File: config.mk
export PLATFORM = sky130hd
export DESIGN_NAME = gcd_param_unit
export DESIGN_NICKNAME = d
export VERILOG_FILES = /design/src/rtl/gcd_param_unit.sv
export SDC_FILE = /design/constraint.sdc
export NUM_CORES = 1
export LEC_CHECK = 0
export CAP_MARGIN = 15
export CORE_MARGIN = 1
export CORE_UTILIZATION = 25
export DETAILED_ROUTE_END_ITERATION = 16
export HOLD_SLACK_MARGIN = 0.1
export SYNTH_ARGS = -nofsm -noshare
export SYNTH_HDL_FRONTEND = slang
export SYNTH_SLANG_ARGS = --single-unit
File: constraint.sdc
create_clock -name clk -period 4.23 [get_ports clk]
set_input_delay 0.423 -clock clk [delete_from_list [all_inputs] [get_ports clk]]
set_output_delay 0.423 -clock clk [all_outputs]
set_load 0.01 [all_outputs]
File: src/rtl/gcd_param_unit.sv
// Iterative subtractive GCD unit with a valid/ready handshake on both sides.
// Optional CALC-cycle counter port enabled by defining GCD_CYCLE_COUNT_EN.
module gcd_param_unit #(
    parameter int WIDTH = 8
) (
    input  logic             clk,
    input  logic             rst,
    input  logic             in_valid,
    output logic             in_ready,
    input  logic [WIDTH-1:0] in1,
    input  logic [WIDTH-1:0] in2,
    output logic             out_valid,
    input  logic             out_ready,
    output logic [WIDTH-1:0] out,
    output logic             busy
`ifdef GCD_CYCLE_COUNT_EN
    ,
    output logic [WIDTH-1:0] cycles
`endif
);

    typedef enum logic [1:0] {
        S_IDLE,
        S_CALC,
        S_DONE
    } state_t;

    state_t           r_state;
    state_t           w_state_nxt;
    logic [WIDTH-1:0] r_a;
    logic [WIDTH-1:0] r_b;
    logic [WIDTH-1:0] r_out;
    logic [WIDTH-1:0] w_a_nxt;
    logic [WIDTH-1:0] w_b_nxt;
    logic [WIDTH-1:0] w_out_nxt;
    logic             w_accept;

    assign w_accept  = (r_state == S_IDLE) && in_valid;
    assign in_ready  = (r_state == S_IDLE);
    assign out_valid = (r_state == S_DONE);
    assign busy      = (r_state != S_IDLE);
    assign out       = r_out;

    // One GCD step per CALC cycle; the larger operand is always the minuend.
    always_comb begin
        w_state_nxt = r_state;
        w_a_nxt     = r_a;
        w_b_nxt     = r_b;
        w_out_nxt   = r_out;
        case (r_state)
            S_IDLE: begin
                if (in_valid) begin
                    w_a_nxt     = in1;
                    w_b_nxt     = in2;
                    w_state_nxt = S_CALC;
                end
            end
            S_CALC: begin
                if ((r_a == '0) || (r_b == '0)) begin
                    w_out_nxt   = r_a | r_b;
                    w_state_nxt = S_DONE;
                end else if (r_a == r_b) begin
                    w_out_nxt   = r_a;
                    w_state_nxt = S_DONE;
                end else if (r_a > r_b) begin
                    w_a_nxt = r_a - r_b;
                end else begin
                    w_b_nxt = r_b - r_a;
                end
            end
            S_DONE: begin
                if (out_ready) begin
                    w_state_nxt = S_IDLE;
                end
            end
            default: w_state_nxt = S_IDLE;
        endcase
    end

    always_ff @(posedge clk) begin
        if (rst) begin
            r_state <= S_IDLE;
            r_a     <= '0;
            r_b     <= '0;
            r_out   <= '0;
        end else begin
            r_state <= w_state_nxt;
            r_a     <= w_a_nxt;
            r_b     <= w_b_nxt;
            r_out   <= w_out_nxt;
        end
    end

`ifdef GCD_CYCLE_COUNT_EN
    logic [WIDTH-1:0] r_cnt;
    logic [WIDTH-1:0] w_cnt_nxt;

    function automatic logic [WIDTH-1:0] sat_inc(input logic [WIDTH-1:0] v);
        return (v == '1) ? v : v + WIDTH'(1);
    endfunction

    always_comb begin
        w_cnt_nxt = r_cnt;
        if (w_accept) begin
            w_cnt_nxt = '0;
        end else if (r_state == S_CALC) begin
            w_cnt_nxt = sat_inc(r_cnt);
        end
    end

    always_ff @(posedge clk) begin
        if (rst) begin
            r_cnt <= '0;
        end else begin
            r_cnt <= w_cnt_nxt;
        end
    end

    assign cycles = r_cnt;
`endif

endmodule

* Word level (Yosys, flattened, before mapping)
Index checks and enable logic that the tools add are counted.
** Cells by class
- $add $sub $neg :: 2
- Magnitude comparators :: 1
- Equal/unequal tests :: 10
- Multiplexer cells :: 17
- Bitwise logic cells :: 1
- Reductions and logical operators :: 11
** Operators with widths (number)
- two-way mux 8 bit :: 10
- case mux 8 bit (2 select lines) :: 2
- zero test 8 bit :: 2
- subtractor 8 bit :: 2
- inequality test 2 bit (second input constant) :: 5
- AND reduction 5 bit :: 2
- == test 8 bit :: 1
- > comparator 8 bit :: 1
- two-way mux 2 bit :: 4
- OR 8 bit :: 1
- case mux 2 bit (3 select lines) :: 1
- nonzero test 2 bit :: 3
- inequality test 3 bit (second input constant) :: 1
- AND reduction 3 bit :: 1
- == test 2 x 1 -> 1 bit (second input constant) :: 1
- == test 2 bit (second input constant) :: 1
- zero test 2 bit :: 1
- inequality test 2 x 1 -> 1 bit (second input constant) :: 1
- AND reduction 2 bit :: 1
- logical OR 1 bit :: 1
** Word-level totals
- Flip-flop bits (word level) :: 26
- Input bits :: 20
- Output and inout port bits :: 11
- Word-level logic and storage cells :: 46

* Depth between registers and ports, before layout
Gate-level depths: netlist of the first run.
- Depth in word-level cells :: 5
- Gate-level depth with buffers :: 8
- Mapped depth without buffers :: 8

* Least setup slack after synthesis of the first run
Ideal clock, no wire load.
- Path kind :: flip-flop to flip-flop
- From :: reg r_a[0]
- To :: reg r_a[5]
- Setup time :: 0.096 ns
- Arrival :: 2.081 ns
- Slack :: 2.053 ns
- Stages on the path, launching flop included :: 9
- Path buffers :: 0
- Period minus slack after synthesis :: 2.177 ns
- Cells stage by stage :: dfxtp_1 > inv_1 > ha_1 > fa_1 > nor3_2 > o31ai_1 > nand4_1 > nand2_2 > o41ai_2
** On the way
- Longest elaborated chain between the ends :: 5
** Ends and longest elaborated chain
- start, declared :: line 30 : logic [WIDTH-1:0] r_a;
- start signal, assigned :: line 88 : r_a <= w_a_nxt;
- subtractor 8 bit :: line 66 : w_a_nxt = r_a - r_b;
- two-way mux 8 bit :: line 65 : end else if (r_a > r_b) begin
- two-way mux 8 bit :: line 62 : end else if (r_a == r_b) begin
- two-way mux 8 bit :: line 59 : if ((r_a == '0) || (r_b == '0)) begin
- case mux 8 bit (2 select lines) :: line 50 : case (r_state)
Several ways; a longest one is shown, not always the timed one. The select of a mux whose other input is x is not followed.
A chain may end at the register's enable or synchronous reset.

* Worst setup path after layout of the first run
- From :: reg r_a[0]
- To :: reg r_a[4]
Same word-level chain as after synthesis.

==> results of run 1 <==
## layout make-up
class / count / area (um^2) / area share
clock inverters: 1 / 30.03 / 0.01080
flip-flops and latches: 26 / 520.5 / 0.1871
inverters: 21 / 78.83 / 0.02834
multi-input cells: 211 / 1660 / 0.5969
well taps: 108 / 135.1 / 0.04858
repair buffers: 32 / 315.3 / 0.1134
clock buffers: 3 / 41.29 / 0.01484
## worst max-delay path, cell delays in order, from the launching register on
cell and delay [ps]:
dfxtp_1 470, inv_1 110, ha_1 250, fa_1 420, nor3_2 280, o31ai_1 140, nand4_1 280, nand2_2 180
o41ai_2 340
## synthesized netlist by cell type, types with 3 or more instances
cell	number	area, um^2
o21ai_0	11	55.05
nor3_1	7	35.03
o31ai_1	7	52.55
xnor2_1	6	52.55
buf_2	3	15.01
a211oi_1	5	37.54
nor2b_1	8	50.05
dfxtp_1	26	520.5
a211o_1	7	61.31
nand2_1	20	75.07
o211ai_1	10	75.07
or4_4	4	45.04
or2_2	3	18.77
inv_1	21	78.83
o41ai_2	3	48.80
ha_1	23	287.8
o2111ai_1	3	26.28
a31oi_1	3	18.77
a21oi_1	18	90.09
nor2_1	21	78.83
clkbuf_1	8	30.03
## sequential cells by signal, summed over array words and instances, names as in the netlist
signal / cells
r_a: 8
out: 8
r_b: 8
r_state: 2
## how the worst max path moves through the flow
stage / to / slack (ps) / cells after the start
4_1_cts: r_b[6]$_SDFFE_PP0P_ / 1660 / 7
2_1_floorplan: r_a[5]$_SDFFE_PP0P_ / 2050 / 8
3_5_place_dp: r_b[6]$_SDFFE_PP0P_ / 1690 / 7
6_report: r_a[4]$_SDFFE_PP0P_ / 1660 / 8
5_1_grt: r_a[5]$_SDFFE_PP0P_ / 1450 / 8
3_3_place_gp: r_b[6]$_SDFFE_PP0P_ / 1740 / 7
## cell families (layout without fill, tap and decap cells)
logic type      after synthesis  count (layout)  share of synthesized area
buf+inv                      37              57                    0.07097
flops                        26              26                     0.2220
fa+ha+maj                    25              25                     0.1398
xor+xnor                      6               6                    0.02241
compound gates               96              96                     0.3378
simple gates                 82              82                     0.1985
mux                           2               2                   0.008538
## stage by stage
stage / util / setup slack [ps]
6_report: 0.3128 / 1663
5_1_grt: 0.3128 / 1447
4_1_cts: 0.3128 / 1662
3_5_place_dp: 0.3048 / 1694
3_3_place_gp: 0.3048 / 1741
2_1_floorplan: - / 2053
## routing by layer
metal / global-route usage / share of wire / vias up
met4: 0.03330 / 0.014 / 0
met5: 0 / 0 / -
met1: 0.1874 / 0.47 / 1016
met2: 0.2275 / 0.46 / 56
li1: - / - / 1063
met3: 0.02979 / 0.049 / 8
==> out/qor.yml, run 1 <==
outcome:
  status: "complete, no violations"
flow_run:
  cap_violations: 0
yosys:
  synth_nets: 319
  synthesis.area_um2: 2345
  ys_seq_area_frac: 0.2220
  synthArstFlopShare: 0
  netlist_instances: 274
  synthDistinctLibCells: 63
  yosys_most_used_dff: "dfxtp_1"
  synth_seq_cells: 26
  ys_warn_count: 0
  syn_avg_cell_area_um2: 8.557
  synth_edf_count: 0
floorplan:
  num_io_pins: 31
  chipWidth_um: 98.85
  core-area_um2: 8891
  initial_core_util: 0.2637
  die_height_um: 98.85
  die-area_um2: 9770
  row_count: 34
drt:
  wl_per_cell_um: 16.45
  dr.pass1.iters: 4
  vias: 2143
  viasPerCell: 5.331
  drt_wl_total_mm: 6.612
  drtIter0Drc: 151
  drc_errors: 0
  ant_nets: 0
global_route:
  grt_pass1_vias: 2106
  grt_pass1_wl_mm: 10.82
  grt_start_max_net_pins: 36
  grt_overflow: 0
  grt_usage: 0.1395
  antenna_found_initial: 0
worst_setup_path:
  worstPathMaxFanout: 8
  setup.worst_path.start: "r_a[0]$_SDFFE_PP0P_"
  r2r_start: "r_a[0]$_SDFFE_PP0P_"
  r2r_cells: 8
  critPathLaunchType: "flip-flop"
  r2r_end: "r_a[4]$_SDFFE_PP0P_"
  crit_arrival_ps: 2760
  path_class: "reg2reg"
  worstSetupEndpointType: "flip-flop"
  cp.required_ps: 4420
  r2r_setup_slack_ps: 1660
sta:
  clock.fmax_mhz: 389.6
  fin_tns_setup_ps: 0
  skew_ps: 3.090
  grt_setup_unrepaired: "false"
  finalHoldViolations: 0
  period_share: 0.6068
  maxSlewHeadroom: 0.5564
  slew_violations: 0
  period_minus_slack_ps: 2567
  setup_viol_count_final: 0
  worst_slew_pin_slew_ps: 661.5
  fin_hold_ws_ps: 455.9
place:
  gp_congestion: 0.8751
  dp.cells: 398
  dp_hpwl_mm: 5.061
  portBuffers: 30
  postPlaceCellArea_um2: 2710
cells_and_area:
  postLayoutCellArea_um2: 2781
  n_fill_cell: 940
  layout-drive-gt1-share: 0.1259
  layout_common_cells: "clkdlybuf4s50_1, dfxtp_1, ha_1, nor2_1, inv_1"
  finalNetCount: 340
  final_common_cell: "clkdlybuf4s50_1"
  syn_to_final_growth_pct: 18.62
  antennaDiodeCount: 0
  finalNonFillerCells: 402
clock_network:
  postCtsHoldBufs: 0
  h-tree-depth: 1
  cts-root-buf: "clkbuf_8"
  insertion_delay_ps: 280
  cts_tree: "done"
  cts_made_buffers: 3
  postCtsSetupBuffers: 0
  post_cts_resized: 0
  clk_pin_slew_ps: 100
  clock_path_buffers: 2
  clock_sinks: 26
worst_hold_path:
  holdPathStages: 2
  min-delay-start: "out[7]$_SDFFE_PP0P_"
  whs_endpoint: "out[7]$_SDFFE_PP0P_"
  hold_class: "reg2reg"
Power of run 1 is not shown: default switching activity piles up to over one toggle a cycle in this logic, so the estimate is an artifact.
==> run 2: changes to the inputs <==
- clock period: 4.23 -> 2.53 ns (I/O delays scaled with it)
==> run 2 against run 1 <==
Sequential cell count did not move; core utilization is 1.6 points higher; design area increased by 5.3%; worst hold slack hardly changed; critical path depth down 1; maximum frequency increased by 6.0%; count of clock-buffer cells in the layout unchanged; clock skew about the same.
==> out/qor.yml, run 2 (synthesis results as in run 1) <==
outcome:
  status: "complete, no violations"
worst_hold_path:
  hold_class: "reg2reg"
clock_network:
  cts-root-buf: "clkbuf_8"
  clock_path_buffers: 2
  h-tree-depth: 1
  cts_made_buffers: 3
  insertion_delay_ps: 280
  postCtsHoldBufs: 0
  clock_sinks: 26
  cts_tree: "done"
  clk_pin_slew_ps: 100
worst_setup_path:
  crit_chain: "inv_1, ha_1, nor4_4, and2_4, o41ai_4, nand2_2, o41ai_2"
  worstSetupEndpointType: "flip-flop"
  crit_path_max_incr_delay_ps: 480
  critPathLaunchType: "flip-flop"
  worst-path-buf-inv: 1
  critPathTopFamily: "compound AO/OA/AOI/OAI gates"
  path_class: "reg2reg"
  crit_arrival_ps: 2610
  worstPathMaxFanout: 5
  cpMaxStageDelayCell: "o41ai_4"
  cp.required_ps: 2720
floorplan:
  die_height_um: 98.85
  row_count: 34
  initial_core_util: 0.2637
  die-area_um2: 9770
  chipWidth_um: 98.85
  core-area_um2: 8891
  num_io_pins: 31
cells_and_area:
  layout-drive-gt1-share: 0.1768
  final_common_cell: "clkdlybuf4s50_1"
  finalNetCount: 357
  layout_common_cells: "clkdlybuf4s50_1, dfxtp_1, ha_1, nor2_1, inv_1"
  n_fill_cell: 925
  final_util: 0.3293
  antennaDiodeCount: 0
  syn_to_final_growth_pct: 24.87
drt:
  drtIter0Drc: 168
  drc_errors: 0
  vias: 2185
  ant_nets: 0
  viasPerCell: 5.215
  dr.pass1.iters: 4
  drt_wl_total_mm: 6.728
  wl_per_cell_um: 16.06
global_route:
  grt_pass1_wl_mm: 11.23
  grt_overflow: 0
  grt_usage: 0.1431
  grt_start_max_net_pins: 20
  grt_pass1_vias: 2273
  antenna_found_initial: 0
sta:
  slew_violations: 0
  period_share: 0.9569
  setup_viol_count_final: 0
  final.setup.worst_slack_ps: 109.0
  finalHoldViolations: 0
  maxSlewHeadroom: 0.5818
  fin_hold_ws_ps: 456.3
  worst_slew_pin_slew_ps: 623.6
  skew_ps: 3.410
  period_minus_slack_ps: 2421
  clock.fmax_mhz: 413.1
place:
  portBuffers: 30
  dp_hpwl_mm: 5.321
  place_ws_ps: 77.74
  gp_congestion: 0.8686
flow_run:
  cap_violations: 0
run 2: changes by cell type in the layout (fill, tap and decap cells not counted):
cell,before,now
nor3_2,1,0
nor3_4,0,1
a2111oi_0,2,1
ha_2,0,1
a31oi_2,1,0
a2111oi_1,0,1
buf_4,2,19
ha_1,23,22
a31oi_4,0,1
run 2: path summary, 6_finish.rpt:
| path | cells after the start | from | to | slack [ps] |
|---|---|---|---|---|
| setup / recovery | 7 | r_a[6]$_SDFFE_PP0P_ | r_a[4]$_SDFFE_PP0P_ | 110 |
| hold / removal | 2 | out[3]$_SDFFE_PP0P_ | out[3]$_SDFFE_PP0P_ | 460 |
| setup reg to reg | 7 | r_a[6]$_SDFFE_PP0P_ | r_a[4]$_SDFFE_PP0P_ | 110 |
| hold reg to reg | 2 | out[3]$_SDFFE_PP0P_ | out[3]$_SDFFE_PP0P_ | 460 |
run 2: area by class of cell:
type                    count  area [um^2]  share of cell area
inverters                  21        78.83             0.02692
multi-input cells         211         1679              0.5735
clock inverters             1        30.03             0.01026
repair buffers             49        442.9              0.1513
well taps                 108        135.1             0.04615
clock buffers               3        41.29             0.01410
flip-flops and latches     26        520.5              0.1778
run 2: tightest hold or removal path, delay by kind of cell, from the launching register on:
| family | cells | cell delay (ps) |
|---|---|---|
| and+or+nand+nor | 1 | 50 |
| DFF | 1 | 320 |
| AOI/OAI and AO/OA | 1 | 50 |
run 2: routing by layer:
| metal | vias up | track usage | routed length (um) |
|---|---|---|---|
| met3 | 14 | 0.02624 | 324 |
| met2 | 61 | 0.2270 | 3027 |
| met4 | 0 | 0.05281 | 141 |
| met5 | - | 0 | 0 |
| li1 | 1089 | - | - |
| met1 | 1021 | 0.1929 | 3234 |
run 2: repair_timing:
action / in CTS / in global routing
endpoints found under the setup margin: 0 / 12
gates resized for setup: 0 / 4
setup buffers: 0 / 2
run 2: metrics by stage:
step                std cells  cell area [um^2]  TNS [ps]
CTS                       417              2894         0
global route              419              2928    -55.67
floorplan                 274              2345         0
detailed placement        413              2823         0
global placement          413              2823         0
finish                    419              2928         0
Power of run 2 is left out for the same reason.
